`src/rtl/led_blink_multi.sv`:
```
// led_blink_multi: multi-channel LED blinker; a shared prescaler makes a one-cycle
//    tick, and each channel has its own mode/period register set through a write port.
// Latency: a write shows on LEDR one edge after the accept edge; tick is registered.
// Backpressure: wr_ready = ~tick, so writes are refused in tick cycles and the master holds wr_en.
// Ports:
//    CLOCK_50, reset        clock and synchronous active-high reset
//    wr_en/wr_ch/wr_mode/   configuration write (mode 00 OFF, 01 ON, 10 BLINK, 11 FLASH;
//    wr_period/wr_ready     period in ticks, 0 halts the channel)
//    sync                   only with `define BLINK_SYNC_EN: realigns every channel to phase 0
//    tick                   one-cycle prescaler pulse
//    LEDR                   registered LED outputs, one bit per channel
module led_blink_multi #(
   parameter int CHANNELS       = 10,
   parameter int PRESCALE       = 50000,
   parameter int PERIOD_W       = 10,
   parameter int DEFAULT_PERIOD = 250,
   localparam int CH_W          = (CHANNELS > 1) ? $clog2(CHANNELS) : 1
) (
   input  logic                CLOCK_50,
   input  logic                reset,
   input  logic                wr_en,
   input  logic [CH_W-1:0]     wr_ch,
   input  logic [1:0]          wr_mode,
   input  logic [PERIOD_W-1:0] wr_period,
`ifdef BLINK_SYNC_EN
   input  logic                sync,
`endif
   output logic                wr_ready,
   output logic                tick,
   output logic [CHANNELS-1:0] LEDR
);

   localparam int P_W = $clog2(PRESCALE);
   localparam logic [P_W-1:0] P_LAST = P_W'(PRESCALE - 1);

   localparam logic [1:0] MODE_OFF   = 2'b00;
   localparam logic [1:0] MODE_ON    = 2'b01;
   localparam logic [1:0] MODE_BLINK = 2'b10;

   logic [P_W-1:0]      p;
   logic [1:0]          mode   [CHANNELS];
   logic [PERIOD_W-1:0] period [CHANNELS];
   logic [PERIOD_W-1:0] cnt    [CHANNELS];
   logic [CHANNELS-1:0] phase;
   logic [CHANNELS-1:0] led_fn;
   logic                accept;
   logic                sync_now;

`ifdef BLINK_SYNC_EN
   assign sync_now = sync;
`else
   assign sync_now = 1'b0;
`endif

   // Writes never coincide with a channel advance because both are gated by tick.
   assign wr_ready = ~tick;
   assign accept   = wr_en & wr_ready;

   always_comb begin
      led_fn = '0;
      for (int i = 0; i < CHANNELS; i++) begin
         case (mode[i])
            MODE_OFF:   led_fn[i] = 1'b0;
            MODE_ON:    led_fn[i] = 1'b1;
            MODE_BLINK: led_fn[i] = phase[i];
            // FLASH: one tick out of every period, silent while halted
            default:    led_fn[i] = (cnt[i] == '0) && (period[i] != '0);
         endcase
      end
   end

   always_ff @(posedge CLOCK_50) begin
      if (reset) begin
         p     <= '0;
         tick  <= 1'b0;
         LEDR  <= '0;
         phase <= '0;
         for (int i = 0; i < CHANNELS; i++) begin
            mode[i]   <= MODE_BLINK;
            period[i] <= PERIOD_W'(DEFAULT_PERIOD);
            cnt[i]    <= '0;
         end
      end else begin
         LEDR <= led_fn;
         if (sync_now) begin
            // Realign: restart the prescaler and all channel phases; a write here is dropped.
            p     <= '0;
            tick  <= 1'b0;
            phase <= '0;
            for (int i = 0; i < CHANNELS; i++) begin
               cnt[i] <= '0;
            end
         end else begin
            if (p == P_LAST) begin
               p    <= '0;
               tick <= 1'b1;
            end else begin
               p    <= p + 1'b1;
               tick <= 1'b0;
            end
            for (int i = 0; i < CHANNELS; i++) begin
               // Out-of-range wr_ch matches no channel, so it is accepted and ignored.
               if (accept && (int'(wr_ch) == i)) begin
                  mode[i]   <= wr_mode;
                  period[i] <= wr_period;
                  cnt[i]    <= '0;
                  phase[i]  <= 1'b0;
               end else if (tick && (period[i] != '0)) begin
                  // >= keeps cnt < period, so the +1 below can never overflow
                  if (cnt[i] >= period[i] - PERIOD_W'(1)) begin
                     cnt[i]   <= '0;
                     phase[i] <= ~phase[i];
                  end else begin
                     cnt[i] <= cnt[i] + PERIOD_W'(1);
                  end
               end
            end
         end
      end
   end

endmodule
```
`config.mk`:
```
export PLATFORM = sky130hd
export DESIGN_NAME = led_blink_multi
export DESIGN_NICKNAME = d
export VERILOG_FILES = /design/src/rtl/led_blink_multi.sv
export SDC_FILE = /design/constraint.sdc
export NUM_CORES = 1
export LEC_CHECK = 0
export ABC_AREA = 0
export CORE_ASPECT_RATIO = 0.9
export CORE_MARGIN = 2
export CORE_UTILIZATION = 60
export CTS_CLUSTER_DIAMETER = 200
export DETAILED_ROUTE_END_ITERATION = 7
export MAX_ROUTING_LAYER = met4
export PLACE_DENSITY_LB_ADDON = 0.2
export SLEW_MARGIN = 25
export SYNTH_ARGS = -nofsm -noshare
export SYNTH_HDL_FRONTEND = slang
export SYNTH_SLANG_ARGS = --single-unit
```
`constraint.sdc`:
```
create_clock -name CLOCK_50 -period 3.5 [get_ports CLOCK_50]
set_input_delay 0.525 -clock CLOCK_50 [delete_from_list [all_inputs] [get_ports CLOCK_50]]
set_output_delay 0.525 -clock CLOCK_50 [all_outputs]
set_load 0.005 [all_outputs]
```
After elaboration in Yosys (flattened, before gate mapping)
Memories as Yosys holds them, arrays and structs flattened.
Index checks and enable logic that the tools add are counted.
{"block": "classes", "add_sub_neg": 21, "order_cmp": 10, "eq_ne": 30, "mux": 193, "bitwise": 62, "reduce_logical": 82}
{"op": "$mux 10", "n": 40}
{"op": "$mux 1", "n": 133}
{"op": "$add 10x1->10 const B", "n": 10}
{"op": "$ge 10x10->1", "n": 10}
{"op": "$logic_not 10->1", "n": 10}
{"op": "$reduce_bool 10->1", "n": 10}
{"op": "$sub 10x1->10 const B", "n": 10}
{"op": "$or 1x1->1", "n": 50}
{"op": "$logic_and 1x1->1", "n": 30}
{"op": "$pmux 1 s3", "n": 10}
{"op": "$eq 4x4->1 const B", "n": 6}
{"op": "$reduce_or 2->1", "n": 11}
{"op": "$eq 2x1->1 const B", "n": 10}
{"op": "$eq 2x2->1 const B", "n": 10}
{"op": "$logic_not 2->1", "n": 10}
{"op": "$mux 2", "n": 10}
{"op": "$reduce_and 2->1", "n": 10}
{"op": "$add 16x1->16 const B", "n": 1}
{"op": "$eq 16x16->1 const B", "n": 1}
{"op": "$not 1->1", "n": 11}
{"op": "$eq 4x3->1 const B", "n": 2}
{"op": "$eq 4x2->1 const B", "n": 1}
{"op": "$logic_not 4->1", "n": 1}
{"op": "$and 1x1->1", "n": 1}
{"block": "totals", "regBits": 37, "ramBits": 220, "in_bits": 19, "out_inout_bits": 12, "wordCells": 414, "n_memories": 3}
{"name": "cnt", "words": 10, "width": 10, "read_ports": 10, "rd_ports_with_merged_regs": 0, "write_ports": 10, "line_no": "43", "text": "logic [PERIOD_W-1:0] cnt [CHANNELS];"}
{"name": "period", "words": 10, "width": 10, "read_ports": 10, "rd_ports_with_merged_regs": 0, "write_ports": 10, "line_no": "42", "text": "logic [PERIOD_W-1:0] period [CHANNELS];"}
{"name": "mode", "words": 10, "width": 2, "read_ports": 10, "rd_ports_with_merged_regs": 0, "write_ports": 10, "line_no": "41", "text": "logic [1:0] mode [CHANNELS];"}

Longest topological paths before layout
An unclocked memory read counts as a cell.
{"block": "logic_depth", "ltp_word": 10, "ltp_mapped": 12, "ltp_nobuf": 12}

Least setup slack after synthesis
Ideal clock, no wire load.
{"block": "synth_timing", "kind": "register to register", "from": "memory period[4][0]", "to": "memory cnt[4][2] (data pin)", "arrival_ns": 2.579, "t_required_ns": 3.234, "setup_slack_ns": 0.655, "path_stages_with_launch": 11, "path_buffers": 0, "period_less_slack_ns": 2.845, "cell_sequence": "edfxtp_1 inv_1 ha_1 or4b_1 nor4_1 xnor2_1 ha_1 nand4_1 o41a_1 nand4_1 nor2_1"}
{"element": "start: declaration", "line_no": "42"}
{"element": "end: declaration", "line_no": "43"}

==> load_flow_metrics.sql <==
INSERT INTO impl_metrics (metric_group, metric, value, unit) VALUES
('outcome', 'status', 'completed', ''),
('layout', 'antenna_cells', '0', ''),
('worst_setup_path', 'origin_of_the_critical_flop_to_flop_path', 'period[0][2]$_SDFFCE_PN0P_', ''),
('cts', 'clkTransAtPathRegs', '60', 'ps'),
('detailed_routing', 'detail_route.iter0.violations', '708', ''),
('cts', 'clockRootBuffer', 'clkbuf_16', ''),
('layout', 'layout-drive-gt1-share', '5.03', '%'),
('global_route', 'grt-ovfl-total', '0', ''),
('worst_setup_path', 'critPathMaxFanout', '10', ''),
('layout', 'areaGrowthSynthToFinish', '11.1', '%'),
('die', 'boundaryPins', '31', ''),
('detailed_routing', 'routed_wirelength', '30800', 'um'),
('worst_hold_path', 'worstHoldPathType', 'register to register', ''),
('timing', 'rsz0062_at_grt', 'no', ''),
('die', 'die-height', '155', 'um'),
('die', 'initial_utilization', '60.7', '%'),
('placement', 'dpl_cell_area', '15900', 'um^2'),
('layout', 'postLayoutCellArea', '16900', 'um^2'),
('timing', 'final-hold-violation-count', '0', ''),
('synthesis', 'postSynthCellCount', '1456', ''),
('power_and_ir_drop', 'power_density', '412', 'nW/um^2'),
('timing', 'setup_violations', '0', ''),
('synthesis', 'dominantRegCellSynth', 'edfxtp_1', ''),
('timing', 'clock.fmax', '318', 'MHz'),
('cts', 'max-clock-path-buffers', '3', ''),
('synthesis', 'synth_warnings', '0', ''),
('worst_setup_path', 'critPathArrivalTime', '3420', 'ps'),
('cts', 'postCtsHoldBufs', '0', ''),
('synthesis', 'synth.cell_area', '15200', 'um^2'),
('cts', 'cts.sinks', '257', ''),
('synthesis', 'ys_types', '48', ''),
('timing', 'period_minus_slack', '3150', 'ps'),
('synthesis', 'synthMostInstantiatedCell', 'edfxtp_1', ''),
('detailed_routing', 'post_drt_via_cell_ratio', '5.71', ''),
('placement', 'buffer_ports.inserted', '30', ''),
('detailed_routing', 'dr_total_vias', '10700', ''),
('layout', 'design.final.nets', '1660', ''),
('worst_setup_path', 'crit-reg2reg-capture', 'cnt[0][7]$_SDFFCE_PN0P_', ''),
('timing', 'timing.final.crit_share', '89.9', '%'),
('worst_hold_path', 'min_delay_path_depth', '1', ''),
('detailed_routing', 'post-route-drc-count', '0', ''),
('layout', 'seqCellArea', '7350', 'um^2'),
('timing', 'timing.slew.headroom', '31.2', '%'),
('cts', 'clk_latency', '540', 'ps'),
('job', 'cap_violations', '0', ''),
('worst_setup_path', 'worst_setup_path_end', 'cnt[0][7]$_SDFFCE_PN0P_', ''),
('global_route', 'grt_max_degree', '22', ''),
('worst_setup_path', 'setup.worst_path.end_class', 'register', ''),
('placement', 'place.gp.congestion', '0.869', ''),
('power_and_ir_drop', 'highest_ir_drop_seen_on_vdd', '0.379', 'mV'),
('worst_setup_path', 'critPathKind', 'register to register', ''),
('die', 'row_count', '55', ''),
('worst_setup_path', 'cp-start-kind', 'register', ''),
('detailed_routing', 'wire_per_inst', '16.4', 'um'),
('synthesis', 'synth_top_area_share', '43.5', '%'),
('global_route', 'antenna_found_initial', '0', ''),
('detailed_routing', 'drt-pass1-iter-count', '5', ''),
('worst_setup_path', 'worst_ep_required_time', '3780', 'ps'),
('synthesis', 'synth_seq_area_share', '48.3', '%'),
('global_route', 'grt_first_pass_wirelength', '50900', 'um'),
('cts', 'tritoncts.num_buffers', '28', ''),
('die', 'die-area', '26600', 'um^2'),
('power_and_ir_drop', 'power.leakage', '0.00607', 'uW'),
('synthesis', 'netlist.top_cell.by_area', 'edfxtp_1', ''),
('timing', 'worst-slew-pin-transition', '1030', 'ps'),
('layout', 'layout.filler_cells', '1942', ''),
('worst_setup_path', 'r2r.worst_path.cells', '10', ''),
('placement', 'dp_hpwl', '22100', 'um'),
('detailed_routing', 'drt.antenna.violating_nets', '0', ''),
('layout', 'multi_input_comb_area', '7550', 'um^2'),
('timing', 'max_slew_violation_count', '0', '');
[sequential cells by signal (all words and copies together) (netlist names)]
name,cells
mode,20
cnt,100
period,100
p,16
LEDR,10
phase,10
tick,1
[worst max-delay path: stages, from the launching register on]
cell and delay [ps]:
edfxtp_1 430, nor2_1 220, nand3_1 120, or3_1 360, nor4_1 300, xnor2_1 110
ha_1 310, nand4_1 120, o41a_1 450, nand4_1 360, nor2_1 100
[how the worst min path moves through the flow]
stage                                startpoint               endpoint  slack, ps
after floorplan                 p[0]$_SDFF_PP0_        p[0]$_SDFF_PP0_        430
after global placement          p[0]$_SDFF_PP0_        p[0]$_SDFF_PP0_        450
after detailed placement        p[0]$_SDFF_PP0_        p[0]$_SDFF_PP0_        460
after CTS                       p[0]$_SDFF_PP0_        p[0]$_SDFF_PP0_        470
after global routing      phase[3]$_SDFFE_PP0N_  phase[3]$_SDFFE_PP0N_        500
final                           p[0]$_SDFF_PP0_        p[0]$_SDFF_PP0_        470
[timing repair]
item                                   4_1_cts  5_1_grt
setup buffers                                0        1
setup endpoints to repair                    0        2
endpoints found under the hold margin        0        0
[cell type report]
| cell class | count | area share (%) |
|---|---|---|
| clock buffers | 41 | 4.82 |
| clock inverters | 11 | 0.667 |
| inverters | 65 | 1.45 |
| multi-input cells | 1116 | 44.7 |
| flip-flops and latches | 257 | 43.5 |
| well taps | 342 | 2.53 |
| repair buffers | 42 | 2.31 |
[layout by cell type (no fill, tap or decap), drive strengths merged, types with 2 or more instances in the layout]
| master | n |
|---|---|
| a211o | 6 |
| a211oi | 8 |
| a21o | 4 |
| a21oi | 51 |
| a31oi | 11 |
| and2 | 23 |
| and3 | 59 |
| and4 | 3 |
| and4b | 2 |
| buf | 12 |
| bufinv | 2 |
| clkbuf | 41 |
| clkdlybuf4s50 | 30 |
| clkinv | 6 |
| dfxtp | 37 |
| edfxtp | 220 |
| ha | 131 |
| inv | 67 |
| mux2i | 15 |
| nand2 | 100 |
| nand2b | 74 |
| nand3 | 58 |
| nand3b | 7 |
| nand4 | 44 |
| nand4b | 2 |
| nor2 | 188 |
| nor2b | 2 |
| nor3 | 33 |
| nor3b | 6 |
| nor4 | 33 |
| nor4b | 4 |
| o21a | 5 |
| o21ai | 16 |
| o41a | 5 |
| or2 | 14 |
| or3 | 28 |
| or4 | 4 |
| or4b | 4 |
| xnor2 | 86 |
| xor2 | 86 |
[power by group]
part           internal (uW)  switching [uW]
Combinational            191             274
Clock                   1760            1200
Sequential              3420             120
[metal layers]
metal	vias up	global-route usage [%]	routed length, um	share of wire, %
met5	-	-	0	0
met4	0	6.40	818	2.7
met3	60	3.49	1610	5.2
met2	270	38.5	14400	47
met1	5001	33.4	14000	46
li1	5369	-	-	-
[through the flow]
step	hold WS, ps	utilization [%]	setup slack [ps]	total power, uW	instances
floorplan	430	-	655	3880	1456
global placement	446	63.7	468	4050	1821
detailed placement	459	63.7	363	4060	1821
CTS	467	67.4	343	7010	1873
global route	499	67.4	13.6	7190	1874
finish	469	67.4	355	6960	1874
[logic make-up after synthesis]
group	after synthesis	synth area share, %
simple gates	691	23.5
mux	15	0.988
fa+ha+maj	131	10.8
xor+xnor	172	9.91
compound gates	107	4.39
buf+inv	83	2.06
flops	257	48.3
Power figures use the tool's default switching activity.
